===== config.mk =====
export PLATFORM = sky130hd
export DESIGN_NAME = dmem_bus_ctrl_flat
export DESIGN_NICKNAME = d
export VERILOG_FILES = /design/src/rtl/mem_pkg.sv /design/src/rtl/dmem_bus_ctrl_if.sv /design/src/rtl/bus_timeout_ctr.sv /design/src/rtl/dmem_bus_ctrl.sv /design/src/flat_wrapper.sv
export SDC_FILE = /design/constraint.sdc
export NUM_CORES = 1
export LEC_CHECK = 0
export ABC_CLOCK_PERIOD_IN_PS = 1750
export CAP_MARGIN = 20
export CORE_ASPECT_RATIO = 2
export CORE_UTILIZATION = 40
export DETAILED_ROUTE_END_ITERATION = 8
export HOLD_SLACK_MARGIN = 0.03
export PLACE_DENSITY = 0.86
export SYNTH_ARGS = -nofsm -noshare
export SYNTH_HDL_FRONTEND = slang
export SYNTH_SLANG_ARGS = --single-unit

===== constraint.sdc =====
create_clock -name clk -period 1.75 [get_ports clk]
set_input_delay 0.175 -clock clk [delete_from_list [all_inputs] [get_ports clk]]
set_output_delay 0.175 -clock clk [all_outputs]
set_load 0.05 [all_outputs]

===== src/rtl/mem_pkg.sv =====
// Shared types and constants for the MEM-stage data-memory controller.
package mem_pkg;

   localparam int unsigned WORD_BYTES = 4;
   localparam int unsigned ADDR_W     = 32;
   localparam int unsigned DATA_W     = 32;
   localparam int unsigned OFF_W      = $clog2(WORD_BYTES);

   typedef enum logic [1:0] {
      IDLE,
      REQ,
      DONE
   } state_e;

   function automatic logic is_aligned(input logic [ADDR_W-1:0] addr);
      return addr[OFF_W-1:0] == '0;
   endfunction

endpackage


===== src/rtl/dmem_bus_ctrl_if.sv =====
// Word-bus valid/ack interface between the controller (master) and memory (slave).
interface dmem_bus_ctrl_if;
   import mem_pkg::*;

   logic              bus_req;
   logic              bus_we;
   logic [ADDR_W-1:0] bus_addr;
   logic [DATA_W-1:0] bus_wdata;
   logic [DATA_W-1:0] bus_rdata;
   logic              bus_ack;
   logic              bus_err;

   modport master (
      output bus_req, bus_we, bus_addr, bus_wdata,
      input  bus_rdata, bus_ack, bus_err
   );

   modport slave (
      input  bus_req, bus_we, bus_addr, bus_wdata,
      output bus_rdata, bus_ack, bus_err
   );

endinterface


===== src/rtl/bus_timeout_ctr.sv =====
// Counts bus wait cycles; expired flags the last cycle the request may be held.
module bus_timeout_ctr #(
   parameter int unsigned TIMEOUT = 15
) (
   input  logic clk,
   input  logic reset,
   input  logic clr,
   input  logic en,
   output logic expired
);

   localparam int unsigned CNT_W = $clog2(TIMEOUT + 1);
   localparam logic [CNT_W-1:0] LAST = CNT_W'(TIMEOUT - 1);

   logic [CNT_W-1:0] cnt;

   // Saturates at LAST so the count can never wrap.
   always_ff @(posedge clk) begin
      if (reset || clr) begin
         cnt <= '0;
      end else if (en && cnt != LAST) begin
         cnt <= cnt + 1'b1;
      end
   end

   assign expired = (cnt == LAST);

endmodule


===== src/rtl/dmem_bus_ctrl.sv =====
// MEM-stage data-memory controller: turns load/store requests into a bus transaction.
module dmem_bus_ctrl
   import mem_pkg::*;
#(
   parameter int unsigned TIMEOUT = 15
) (
   input  logic              clk,
   input  logic              reset,
   input  logic              memreadM,
   input  logic              memwriteM,
   input  logic [ADDR_W-1:0] aluoutM,
   input  logic [DATA_W-1:0] writedataM,
   output logic [DATA_W-1:0] readdataM,
   output logic              stallM,
   output logic              errM,
   dmem_bus_ctrl_if.master   bus
);

   state_e state;
   logic   legal;
   logic   bad;
   logic   expired;
   logic   cnt_en;
   logic   cnt_clr;

   always_comb begin
      legal   = (memreadM ^ memwriteM) && is_aligned(aluoutM);
      bad     = (memreadM || memwriteM) && !legal;
      stallM  = (state == IDLE && legal) || (state == REQ);
      cnt_en  = (state == REQ) && !bus.bus_ack && !bus.bus_err;
      cnt_clr = (state != REQ);
   end

   bus_timeout_ctr #(
      .TIMEOUT(TIMEOUT)
   ) u_timeout (
      .clk    (clk),
      .reset  (reset),
      .clr    (cnt_clr),
      .en     (cnt_en),
      .expired(expired)
   );

   always_ff @(posedge clk) begin
      if (reset) begin
         state         <= IDLE;
         readdataM     <= '0;
         errM          <= 1'b0;
         bus.bus_req   <= 1'b0;
         bus.bus_we    <= 1'b0;
         bus.bus_addr  <= '0;
         bus.bus_wdata <= '0;
      end else begin
         errM <= 1'b0;
         case (state)
            IDLE: begin
               if (legal) begin
                  bus.bus_req   <= 1'b1;
                  bus.bus_we    <= memwriteM;
                  bus.bus_addr  <= {aluoutM[ADDR_W-1:OFF_W], OFF_W'(0)};
                  bus.bus_wdata <= writedataM;
                  state         <= REQ;
               end else if (bad) begin
                  errM <= 1'b1;
               end
            end
            REQ: begin
               // Error wins over a simultaneous ack; timeout aborts like an error.
               if (bus.bus_err || (!bus.bus_ack && expired)) begin
                  errM        <= 1'b1;
                  readdataM   <= '0;
                  bus.bus_req <= 1'b0;
                  state       <= DONE;
               end else if (bus.bus_ack) begin
                  if (!bus.bus_we) begin
                     readdataM <= bus.bus_rdata;
                  end
                  bus.bus_req <= 1'b0;
                  state       <= DONE;
               end
            end
            DONE: begin
               // Same instruction is still presented here; ignore it to avoid a re-issue.
               state <= IDLE;
            end
            default: begin
               state <= IDLE;
            end
         endcase
      end
   end

endmodule


===== src/flat_wrapper.sv =====
// flat-port wrapper written by rule: the top's interface ports become plain ports
module dmem_bus_ctrl_flat import mem_pkg::*;
#(
   parameter int unsigned TIMEOUT = 15
)
  (clk, reset, memreadM, memwriteM, aluoutM, writedataM, readdataM, stallM, errM, bus_bus_req, bus_bus_we, bus_bus_addr, bus_bus_wdata, bus_bus_rdata, bus_bus_ack, bus_bus_err);
  dmem_bus_ctrl_if bus_i ();
  input  logic clk;
  input  logic reset;
  input  logic memreadM;
  input  logic memwriteM;
  input  logic [ADDR_W-1:0] aluoutM;
  input  logic [DATA_W-1:0] writedataM;
  output logic [DATA_W-1:0] readdataM;
  output logic stallM;
  output logic errM;
  output wire logic [$bits(bus_i.bus_req)-1:0] bus_bus_req;
  output wire logic [$bits(bus_i.bus_we)-1:0] bus_bus_we;
  output wire logic [$bits(bus_i.bus_addr)-1:0] bus_bus_addr;
  output wire logic [$bits(bus_i.bus_wdata)-1:0] bus_bus_wdata;
  input wire logic [$bits(bus_i.bus_rdata)-1:0] bus_bus_rdata;
  input wire logic [$bits(bus_i.bus_ack)-1:0] bus_bus_ack;
  input wire logic [$bits(bus_i.bus_err)-1:0] bus_bus_err;
  assign bus_bus_req = bus_i.bus_req;
  assign bus_bus_we = bus_i.bus_we;
  assign bus_bus_addr = bus_i.bus_addr;
  assign bus_bus_wdata = bus_i.bus_wdata;
  assign bus_i.bus_rdata = bus_bus_rdata;
  assign bus_i.bus_ack = bus_bus_ack;
  assign bus_i.bus_err = bus_bus_err;
  dmem_bus_ctrl #(.TIMEOUT(TIMEOUT)) u_core (.clk(clk), .reset(reset), .memreadM(memreadM), .memwriteM(memwriteM), .aluoutM(aluoutM), .writedataM(writedataM), .readdataM(readdataM), .stallM(stallM), .errM(errM), .bus(bus_i));
endmodule

# Word-level counts from Yosys, hierarchy flattened
# Cells that the tools add are included.
[classes]
addsub = 1
eq_ne = 7
n_reduce_logical = 22
bitwise_logic = 1
mux = 15
[op_table]
columns = ["operator", "count"]
rows = [
  ["$mux W32", 3],
  ["$logic_and A1 B1 Y1", 7],
  ["$mux W1", 6],
  ["$mux W2", 3],
  ["$reduce_and A3 Y1", 2],
  ["$add A4 B1 Y4 const B", 1],
  ["$eq A4 B4 Y1 const B", 1],
  ["$logic_not A2 Y1", 2],
  ["$logic_or A1 B1 Y1", 4],
  ["$ne A2 B1 Y1 const B", 2],
  ["$ne A4 B4 Y1 const B", 1],
  ["$pmux W1 S2", 2],
  ["$pmux W2 S2", 1],
  ["$reduce_and A2 Y1", 2],
  ["$reduce_bool A2 Y1", 2],
  ["$logic_not A1 Y1", 3],
  ["$ne A3 B3 Y1 const B", 1],
  ["$eq A2 B1 Y1 const B", 1],
  ["$ne A2 B2 Y1 const B", 1],
  ["$xor A1 B1 Y1", 1],
]
[word_totals]
input_bits = 102
regBits = 103
wordCells = 54
out_inout_bits = 100

# Longest topological paths before layout
# Gate-level depths: netlist (run 1).
[depth]
ltp_word = 7
depth_mapped = 7

# Cells and area by module
# A second synthesis (run 1) with hierarchy kept.
[unflattened]
cells_unflattened = 436
area_unflattened_um2 = 4581.9
[modules_own_cells]
columns = ["module", "area_per_inst_um2", "n_inst", "cells_per_inst", "seq_area_each_um2"]
rows = [
  ["dmem_bus_ctrl", 4365.4, 1, 412, 1981.9],
  ["bus_timeout_ctr", 216.5, 1, 24, 80.1],
]

# Worst setup path before layout (run 1)
# OpenSTA, ideal clock, no wires.
[synth_timing]
kind = "input-to-output"
start = "in memreadM"
end = "out stallM"
path_slack_ns = 0.041
path_buffers = 0
t_arrival_ns = 1.534
required_ns = 1.575
stages = 5
cell_sequence = "inv_1 -> ha_1 -> or3b_1 -> or3_1 -> nand2_1"
[synth_between]
elab_chain_len = 4
[synth_lines]
columns = ["item", "line", "source"]
rows = [
  ["start, declared", "flat_wrapper.sv:10", "input logic memreadM;"],
  ["$xor A1 B1 Y1", "dmem_bus_ctrl.sv:27", "legal = (memreadM ^ memwriteM) && is_aligned(aluoutM);"],
  ["$logic_and A1 B1 Y1", "dmem_bus_ctrl.sv:27", ""],
  ["$logic_and A1 B1 Y1", "dmem_bus_ctrl.sv:29", "stallM = (state == IDLE && legal) || (state == REQ);"],
  ["$logic_or A1 B1 Y1", "dmem_bus_ctrl.sv:29", ""],
  ["end, declared", "flat_wrapper.sv:15", "output logic stallM;"],
]
# Every way passes these cells.

# Worst setup path after layout (run 1)
[layout_timing]
start = "reg u_core.bus.bus_wdata[23]"
end = "out bus_bus_wdata[23]"
[layout_lines]
columns = ["item", "line", "source"]
rows = [
  ["start, declared", "dmem_bus_ctrl_if.sv:14", "output bus_req, bus_we, bus_addr, bus_wdata,"],
  ["start signal, assigned", "dmem_bus_ctrl.sv:61", "bus.bus_wdata <= writedataM;"],
  ["end, declared", "flat_wrapper.sv:20", "output wire logic [$bits(bus_i.bus_wdata)-1:0] bus_bus_wdata;"],
]
# No word-level cell between the ends.

==> impl_metrics.json, run 1 <==
{
  "die-area_um2": 11800,
  "initial_core_util_pct": 41.5,
  "pwr-share-seq_pct": 44.7,
  "boundaryPins": 202,
  "drive_gt1_share_pct": 8.70,
  "diodes": 0,
  "antenna_found_initial": 0,
  "p_int_w": 0.00405,
  "cp_slowest_cell": "clkdlybuf4s50_1",
  "leakage_nw": 2.47,
  "cp-startpoint": "u_core.bus.bus_wdata[23]",
  "fin_nets": 732,
  "worstSkewPairLatency_ns": 0.33,
  "hp-start": "memwriteM",
  "total_power_w": 0.00550,
  "cts_root_buf": "clkbuf_16",
  "wl_per_cell_um": 15.0,
  "status": "finished, final reports clean",
  "relSlewSlack_pct": 62.8,
  "syn_area_um2": 4540,
  "cts_made_buffers": 9,
  "ys_types": 34,
  "r2r_cells": 6,
  "cp-end-kind": "output port",
  "clock-skew-final_ns": 0.00928,
  "drt_first_pass_iters": 4,
  "cts.clk_slew.worst_paths_ns": 0.07,
  "timing.rr.start": "u_core.u_timeout.cnt[0]",
  "finalHoldViolCount": 0,
  "layout.cells.non_filler": 772,
  "synth-compound-area-share_pct": 8.54,
  "drt_iter0_drc": 105,
  "place_ws_ns": -0.500,
  "drv_slew": 0,
  "die_h_um": 153,
  "grt_pass1_vias": 3934,
  "min_path_cells": 3,
  "drc": 0,
  "overflow": 0,
  "rsz0062_at_grt": "no",
  "io_buffers": 199,
  "cts_tree": "built",
  "dieWidth_um": 77.3,
  "grt_usage_pct": 19.7,
  "cellPowerDensity_nw_per_um2": 785,
  "pwr-share-comb_pct": 17.9,
  "area_growth_syn_to_layout_pct": 54.3,
  "path_class": "flip-flop to output port",
  "cp_slowest_stage_delay_ns": 0.83,
  "clock_path_buffers": 2,
  "setup_ws_ns": 0.0314,
  "viasPerCell": 4.78,
  "cap_violations": 0,
  "mostFrequentLayoutCell": "clkdlybuf4s50_1",
  "ir_drop_mv": 0.750,
  "final.min_clock_period_ns": 1.72,
  "layout_common_cells": "190 x clkdlybuf4s50_1, 161 x nand2b_1, 103 x dfxtp_1",
  "place_congestion": 0.767,
  "placed_cells": 754,
  "p_sw_share_pct": 26.3,
  "hold_ws_ns": 0.170,
  "ys_seq_area_share_pct": 45.4,
  "p_sw_w": 0.00145,
  "async_flop_share_pct": 0,
  "worstMarginPinSlew_ns": 0.556,
  "rows": 54,
  "fin_area_um2": 7000,
  "netlist.top_cell.by_area": "dfxtp_1",
  "critPathMaxFanout": 2,
  "r2r-end": "u_core.bus.bus_req",
  "core-area_um2": 10900,
  "worstHoldPathType": "primary input to flip-flop",
  "crit_buf_inv": 1,
  "avgSynthCellArea_um2": 10.5,
  "crit_family": "buffers and inverters",
  "synth_cells": 431,
  "synthSimpleGateAreaFrac_pct": 24.5,
  "synth.top_cell.area_share_pct": 45.4,
  "hold_end": "u_core.bus.bus_we",
  "clock_sinks": 103,
  "ys_warn_count": 0,
  "grt_start_max_net_pins": 136,
  "synth_area_leaders": "dfxtp_1 45%, nand2b_1 22%, mux2i_1 14%",
  "required_ns": 1.57,
  "ys.flop_type": "dfxtp_1",
  "fmax_mhz": 582,
  "cp_cell_sequence": "clkdlybuf4s50_1",
  "synth_mux_area_share_pct": 13.9,
  "start_kind": "flip-flop",
  "antenna_left": 0,
  "setup_viol": 0,
  "synth_fa_ha_area_share_pct": 0.827,
  "postRouteWirelength_um": 11600,
  "placed_area_um2": 6660,
  "r2r_slack_ns": 0.13,
  "min_period_over_period_pct": 98.2,
  "cts_hold_buf": 0,
  "synth_top_family_by_area": "simple AND/OR/NAND/NOR gates",
  "grt_pass1_wl_um": 18500,
  "vias": 3689,
  "ys_seq_elements": 103,
  "critPathArrivalTime_ns": 1.54,
  "dp_hpwl_um": 8740,
  "synth_edf_count": 0,
  "clkPwrFrac_pct": 37.3,
  "cts_max_level": 3,
  "synth_xor_area_share_pct": 0.193
}
## layer usage
| layer | up-vias | GRT usage (%) | part of all wire, % |
|---|---|---|---|
| met2 | 142 | 38.3 | 56 |
| li1 | 1817 | - | - |
| met5 | - | 0 | 0 |
| met3 | 21 | 4.85 | 5.2 |
| met4 | 0 | 7.46 | 2.6 |
| met1 | 1709 | 19.1 | 36 |
## kinds of logic after synthesis
kind of cell | Yosys count
adder cells (fa/ha/maj) | 3
multiplexers | 63
AND/OR/NAND/NOR | 176
flip-flops | 103
XOR/XNOR | 1
buffers and inverters | 40
AO/OA/AOI/OAI | 44
other | 1
## power by group through the flow
stage / clock network (W) / registers [W] / logic, W
after floorplan: 0 / 0.00275 / 0.000309
after global placement: 0 / 0.00251 / 0.000969
after detailed placement: 0 / 0.00251 / 0.000982
after CTS: 0.00211 / 0.00246 / 0.000994
after global routing: 0.00221 / 0.00247 / 0.00104
final: 0.00205 / 0.00246 / 0.000987
## flip-flops by register name, indices dropped and copies added (netlist names)
register and count:
u_core.bus.bus_req 1, u_core.bus.bus_we 1, u_core.u_timeout.cnt 4, u_core.bus.bus_wdata 32, u_core.state 2, u_core.readdataM 32
u_core.bus.bus_addr 30, u_core.errM 1
## cell type report
type / instances / area (µm²)
inverters: 7 / 26.3
flip-flops and latches: 103 / 2060
clock inverters: 7 / 85.1
multi-input cells: 289 / 2230
well taps: 140 / 175
repair buffers: 217 / 2200
fillers: 886 / 3940
clock buffers: 9 / 225
## cells in the mapped netlist, drive strengths merged, types with 2 or more instances
library cell and count:
dfxtp 103, inv 7, a311oi 2, a211oi 2
buf 16, or2 2, o2bb2ai 32, nor4 2
nand2 2, ha 3, clkbuf 17, a21oi 4
nand2b 161, nor2 3, mux2i 63
## worst max path at each step
stage,to,slack (ns),cells after the start
final,bus_bus_wdata[23],0.03,1
after global routing,bus_bus_wdata[9],0.006,1
after CTS,stallM,0.006,7
after detailed placement,u_core.bus.bus_wdata[8],-0.50,8
after global placement,stallM,-0.47,7
after floorplan,stallM,0.04,5
## through the flow
step	TNS [ns]	util, %
2_1_floorplan	0	-
5_1_grt	0	64.0
4_1_cts	0	64.0
3_3_place_gp	-24.74	60.9
6_report	0	64.0
3_5_place_dp	-28.51	60.9
## what timing repair did
item                                   CTS  global route
pin swaps                                4             1
setup endpoints to repair               63             2
gates resized for setup                 15             1
buffers inserted                         2             0
endpoints found under the hold margin    0             0
No activity file was read; power rests on OpenSTA's default activity.
==> run 2: changes to the inputs <==
- ABC_CLOCK_PERIOD_IN_PS: 1750 -> 2100
- clock period: 1.75 -> 2.1 ns (I/O delays scaled with it)
==> run 2 against run 1 <==
Design area fell by 0.27%. Routed wire length rose by 0.11%. Critical path type is now primary input to output port. Largest cell class unchanged. Register-to-register slack improved by 0.26 ns. Setup slack improved by 0.10 ns.
==> impl_metrics.json, run 2 (synthesis gave the netlist of run 1 again) <==
{
  "cts_root_buf": "clkbuf_16",
  "boundaryPins": 202,
  "worstHoldPathType": "primary input to flip-flop",
  "wl_met3_um": 678,
  "worstMarginPinSlew_ns": 0.550,
  "grt_pass1_vias": 4022,
  "cts_tree": "built",
  "clock_sinks": 103,
  "drt_first_pass_iters": 4,
  "placed_cells": 753,
  "layout_common_cells": "195 x clkdlybuf4s50_1, 161 x nand2b_1, 103 x dfxtp_1",
  "cellPowerDensity_nw_per_um2": 663,
  "crit_buf_inv": 3,
  "critPathArrivalTime_ns": 1.75,
  "io_buffers": 199,
  "required_ns": 1.89,
  "worstSkewPairLatency_ns": 0.33,
  "hold_ws_ns": 0.282,
  "critPathMaxFanout": 2,
  "wl_per_cell_um": 15.1,
  "dieWidth_um": 77.3,
  "top_layer": "met4",
  "place_congestion": 0.763,
  "cts.clk_slew.worst_paths_ns": 0.07,
  "clock_path_buffers": 2,
  "min_period_over_period_pct": 93.5,
  "cap_violations": 0,
  "cts_made_buffers": 9,
  "grt_start_max_net_pins": 162,
  "fmax_mhz": 509,
  "postRouteWirelength_um": 11600,
  "mostFrequentLayoutCell": "clkdlybuf4s50_1",
  "place_ws_ns": -0.182,
  "grt_pass1_wl_um": 19000,
  "die-area_um2": 11800,
  "placed_area_um2": 6650,
  "relSlewSlack_pct": 63.2,
  "start_kind": "primary input",
  "overflow": 0,
  "dp_hpwl_um": 8710,
  "final.min_clock_period_ns": 1.96,
  "core-area_um2": 10900,
  "rsz0062_at_grt": "no",
  "path_class": "primary input to output port",
  "wl_met1_um": 4030,
  "drc": 0,
  "fin_area_um2": 6990,
  "status": "finished, final reports clean",
  "drt_iter0_drc": 127,
  "cts_max_level": 3,
  "rows": 54,
  "ir_drop_mv": 0.477,
  "total_power_w": 0.00463,
  "initial_core_util_pct": 41.5,
  "crit_family": "simple AND/OR/NAND/NOR gates",
  "vias": 3717,
  "fin_nets": 731,
  "cp_cell_sequence": "dlygate4sd2_1 > inv_1 > ha_1 > or3b_4 > or3_4 > nand2_4 > buf_12",
  "layout.cells.non_filler": 770,
  "viasPerCell": 4.83,
  "antenna_left": 0,
  "cp_slowest_cell": "or3_4",
  "fillers": 904,
  "cp-end-kind": "output port",
  "leakage_nw": 2.44,
  "reg_top3": "u_core.bus.bus_wdata (32), u_core.readdataM (32), u_core.bus.bus_addr (30)",
  "clock-skew-final_ns": 0.00784,
  "setup_ws_ns": 0.136,
  "drv_slew": 0,
  "finalHoldViolCount": 0,
  "die_h_um": 153,
  "cp_slowest_stage_delay_ns": 0.41,
  "area_growth_syn_to_layout_pct": 53.8,
  "antenna_found_initial": 0,
  "route.met2.wl_um": 6580,
  "setup_viol": 0,
  "drive_gt1_share_pct": 7.30,
  "diodes": 0,
  "grt_usage_pct": 20.1
}
==> run 2: through the flow <==
stage | util, % | setup TNS (ns)
2_1_floorplan | - | 0
3_3_place_gp | 60.7 | -4.28
3_5_place_dp | 60.7 | -5.78
4_1_cts | 63.8 | 0
5_1_grt | 63.8 | 0
6_report | 63.8 | 0
==> run 2: routing by layer <==
metal | GRT usage (%) | vias up
met5 | 0 | -
met3 | 4.85 | 24
li1 | - | 1815
met1 | 19.0 | 1730
met4 | 8.36 | 0
met2 | 39.4 | 148
==> run 2: timing repair <==
action,CTS,global route
hold buffers,0,0
resized for setup,6,0
endpoints found under the setup margin,1,0
setup buffers,2,0
==> run 2: layout make-up <==
cell class | count | area (µm²) | area share [%]
clock buffer | 10 | 229 | 3.28
clock inverter | 5 | 82.6 | 1.18
tap | 140 | 175 | 2.51
inverter | 7 | 26.3 | 0.376
sequential | 103 | 2060 | 29.5
multi-input combinational | 289 | 2210 | 31.7
timing repair buffer | 216 | 2200 | 31.5
==> run 2: path summary, 6_finish.rpt <==
kind | from | end | slack, ns | depth (start not counted)
setup / recovery | memwriteM | stallM | 0.14 | 7
hold / removal | reset | u_core.errM | 0.28 | 3
setup reg to reg | u_core.u_timeout.cnt[0] | u_core.u_timeout.cnt[2] | 0.39 | 6
hold reg to reg | u_core.readdataM[8] | u_core.readdataM[8] | 0.46 | 2
==> run 2: worst reg2reg max path, cell delays in order (launching register included) <==
cell      delay, ns
dfxtp_1        0.39
inv_1          0.06
ha_1           0.24
a311oi_2       0.47
buf_4          0.22
and3_1         0.16
o21ba_2        0.12
==> run 2: where the power goes <==
| part | switching (W) | leakage [nW] | internal [W] |
|---|---|---|---|
| logic | 0.000408 | 1.46 | 0.000412 |
| registers | 0.0000371 | 0.835 | 0.00201 |
| clock network | 0.000717 | 0.153 | 0.00104 |
| total | 0.00116 | 2.44 | 0.00347 |
==> run 3: changes to the inputs <==
- CORE_MARGIN: not set -> 2
==> run 3 against run 2 <==
Count of clock-buffer cells in the layout unchanged. Combinational power about the same. Die area up 3.9%. Hold slack worse by 0.029 ns. Sequential share of layout area up 0.13 points. Critical path type unchanged. Flip-flop and latch count unchanged. Utilization down 1.8 points.
==> impl_metrics.json, run 3 (synthesis gave the netlist of run 1 again) <==
{
  "relSlewSlack_pct": 62.0,
  "min_period_over_period_pct": 93.1,
  "rsz0062_at_grt": "no",
  "wl_met1_um": 3950,
  "die_h_um": 155,
  "p_sw_share_pct": 25.6,
  "setup_viol": 0,
  "cp_slowest_stage_delay_ns": 0.42,
  "placed_cells": 757,
  "cts.clk_slew.worst_paths_ns": 0.07,
  "path_class": "primary input to output port",
  "ir_drop_mv": 0.451,
  "dp_hpwl_um": 8900,
  "placed_area_um2": 6640,
  "drive_gt1_share_pct": 7.59,
  "final.min_clock_period_ns": 1.95,
  "critPathMaxFanout": 2,
  "crit_family": "simple AND/OR/NAND/NOR gates",
  "io_buffers": 199,
  "fin_nets": 733,
  "boundaryPins": 202,
  "grt_usage_pct": 19.2,
  "critPathArrivalTime_ns": 1.74,
  "worstHoldPathType": "primary input to flip-flop",
  "grt_start_max_net_pins": 162,
  "p_sw_w": 0.00115,
  "fin_area_um2": 6960,
  "route.met2.wl_um": 6780,
  "rows": 55,
  "top_layer": "met4",
  "die-area_um2": 12300,
  "cap_violations": 0,
  "cts_root_buf": "clkbuf_16",
  "clkPwrFrac_pct": 36.1,
  "clock_sinks": 103,
  "p_int_w": 0.00334,
  "wl_per_cell_um": 15.3,
  "crit_buf_inv": 3,
  "cts_max_level": 3,
  "status": "finished, final reports clean",
  "pwr-share-comb_pct": 18.3,
  "dieWidth_um": 79.3,
  "area_growth_syn_to_layout_pct": 53.2,
  "reg_top3": "u_core.bus.bus_wdata (32), u_core.readdataM (32), u_core.bus.bus_addr (30)",
  "drv_slew": 0,
  "vias": 3730,
  "utilization_pct": 62.0,
  "cts_made_buffers": 9,
  "cp_cell_sequence": "dlygate4sd2_1 > inv_1 > ha_1 > or3b_4 > or3_4 > nand2_4 > buf_12",
  "worstSkewPairLatency_ns": 0.34,
  "drt_first_pass_iters": 4,
  "start_kind": "primary input",
  "diodes": 0,
  "mostFrequentLayoutCell": "clkdlybuf4s50_1",
  "clock_path_buffers": 2,
  "drc": 0,
  "pwr-share-seq_pct": 45.6,
  "cts_hold_buf": 0,
  "initial_core_util_pct": 40.5,
  "layout_common_cells": "195 x clkdlybuf4s50_1, 161 x nand2b_1, 103 x dfxtp_1",
  "postRouteWirelength_um": 11800,
  "worstMarginPinSlew_ns": 0.568,
  "place_congestion": 0.776,
  "layout.cells.non_filler": 774,
  "antenna_found_initial": 0,
  "cellPowerDensity_nw_per_um2": 646,
  "leakage_nw": 2.43,
  "tns_ns": 0,
  "drt_iter0_drc": 140,
  "wl_met3_um": 738,
  "cp-end-kind": "output port",
  "fmax_mhz": 512,
  "grt_pass1_vias": 3917,
  "cp_slowest_cell": "or3_4",
  "overflow": 0,
  "core-area_um2": 11200,
  "hold_ws_ns": 0.253,
  "antenna_left": 0,
  "required_ns": 1.89,
  "cts_tree": "built",
  "finalHoldViolCount": 0,
  "grt_pass1_wl_um": 18600,
  "clock-skew-final_ns": 0.00794,
  "viasPerCell": 4.82
}
[run 3: worst register-to-register path, cell delays in order, from the launching register on]
cell	delay, ns
dfxtp_1	0.39
inv_1	0.06
ha_1	0.24
a311oi_2	0.43
buf_4	0.21
and3_1	0.16
o21ba_2	0.13
[run 3: path summary, 6_finish.rpt]
kind                                              start                 endpoint  slack (ns)  cells after the start
worst max-delay path                          memwriteM                   stallM        0.15                      7
worst min-delay path                              reset              u_core.errM        0.25                      3
worst max register to register  u_core.u_timeout.cnt[0]  u_core.u_timeout.cnt[2]        0.42                      6
worst min register to register     u_core.readdataM[28]     u_core.readdataM[28]        0.47                      2
[run 3: metrics by stage]
stage	setup slack (ns)	total power (W)
finish	0.145	0.00449
global route	0.0975	0.00469
CTS	0.148	0.00455
floorplan	0.321	0.00255
global placement	-0.189	0.00290
detailed placement	-0.177	0.00291
[run 3: repair_timing]
action	CTS	global route
gates resized for setup	6	0
endpoints found under the setup margin	1	0
setup buffers	2	0
[run 3: cell type report]
cell class              count  area [µm²]
well taps                 142         178
repair buffers            218        2190
fillers                   900        4260
inverters                   7        26.3
clock buffers              10         229
flip-flops and latches    103        2060
multi-input cells         289        2210
clock inverters             5        60.1
[run 3: metal layers]
| layer | track usage (%) | vias to the layer above |
|---|---|---|
| li1 | - | 1814 |
| met1 | 18.1 | 1746 |
| met2 | 37.2 | 147 |
| met3 | 5.48 | 23 |
| met4 | 8.13 | 0 |
| met5 | 0 | - |
[run 3: power by group through the flow]
stage | Sequential (W) | Clock, W | Combinational, W
after global placement | 0.00209 | 0 | 0.000806
after floorplan | 0.00229 | 0 | 0.000257
after detailed placement | 0.00209 | 0 | 0.000817
after CTS | 0.00205 | 0.00168 | 0.000827
final | 0.00205 | 0.00162 | 0.000821
after global routing | 0.00206 | 0.00177 | 0.000864
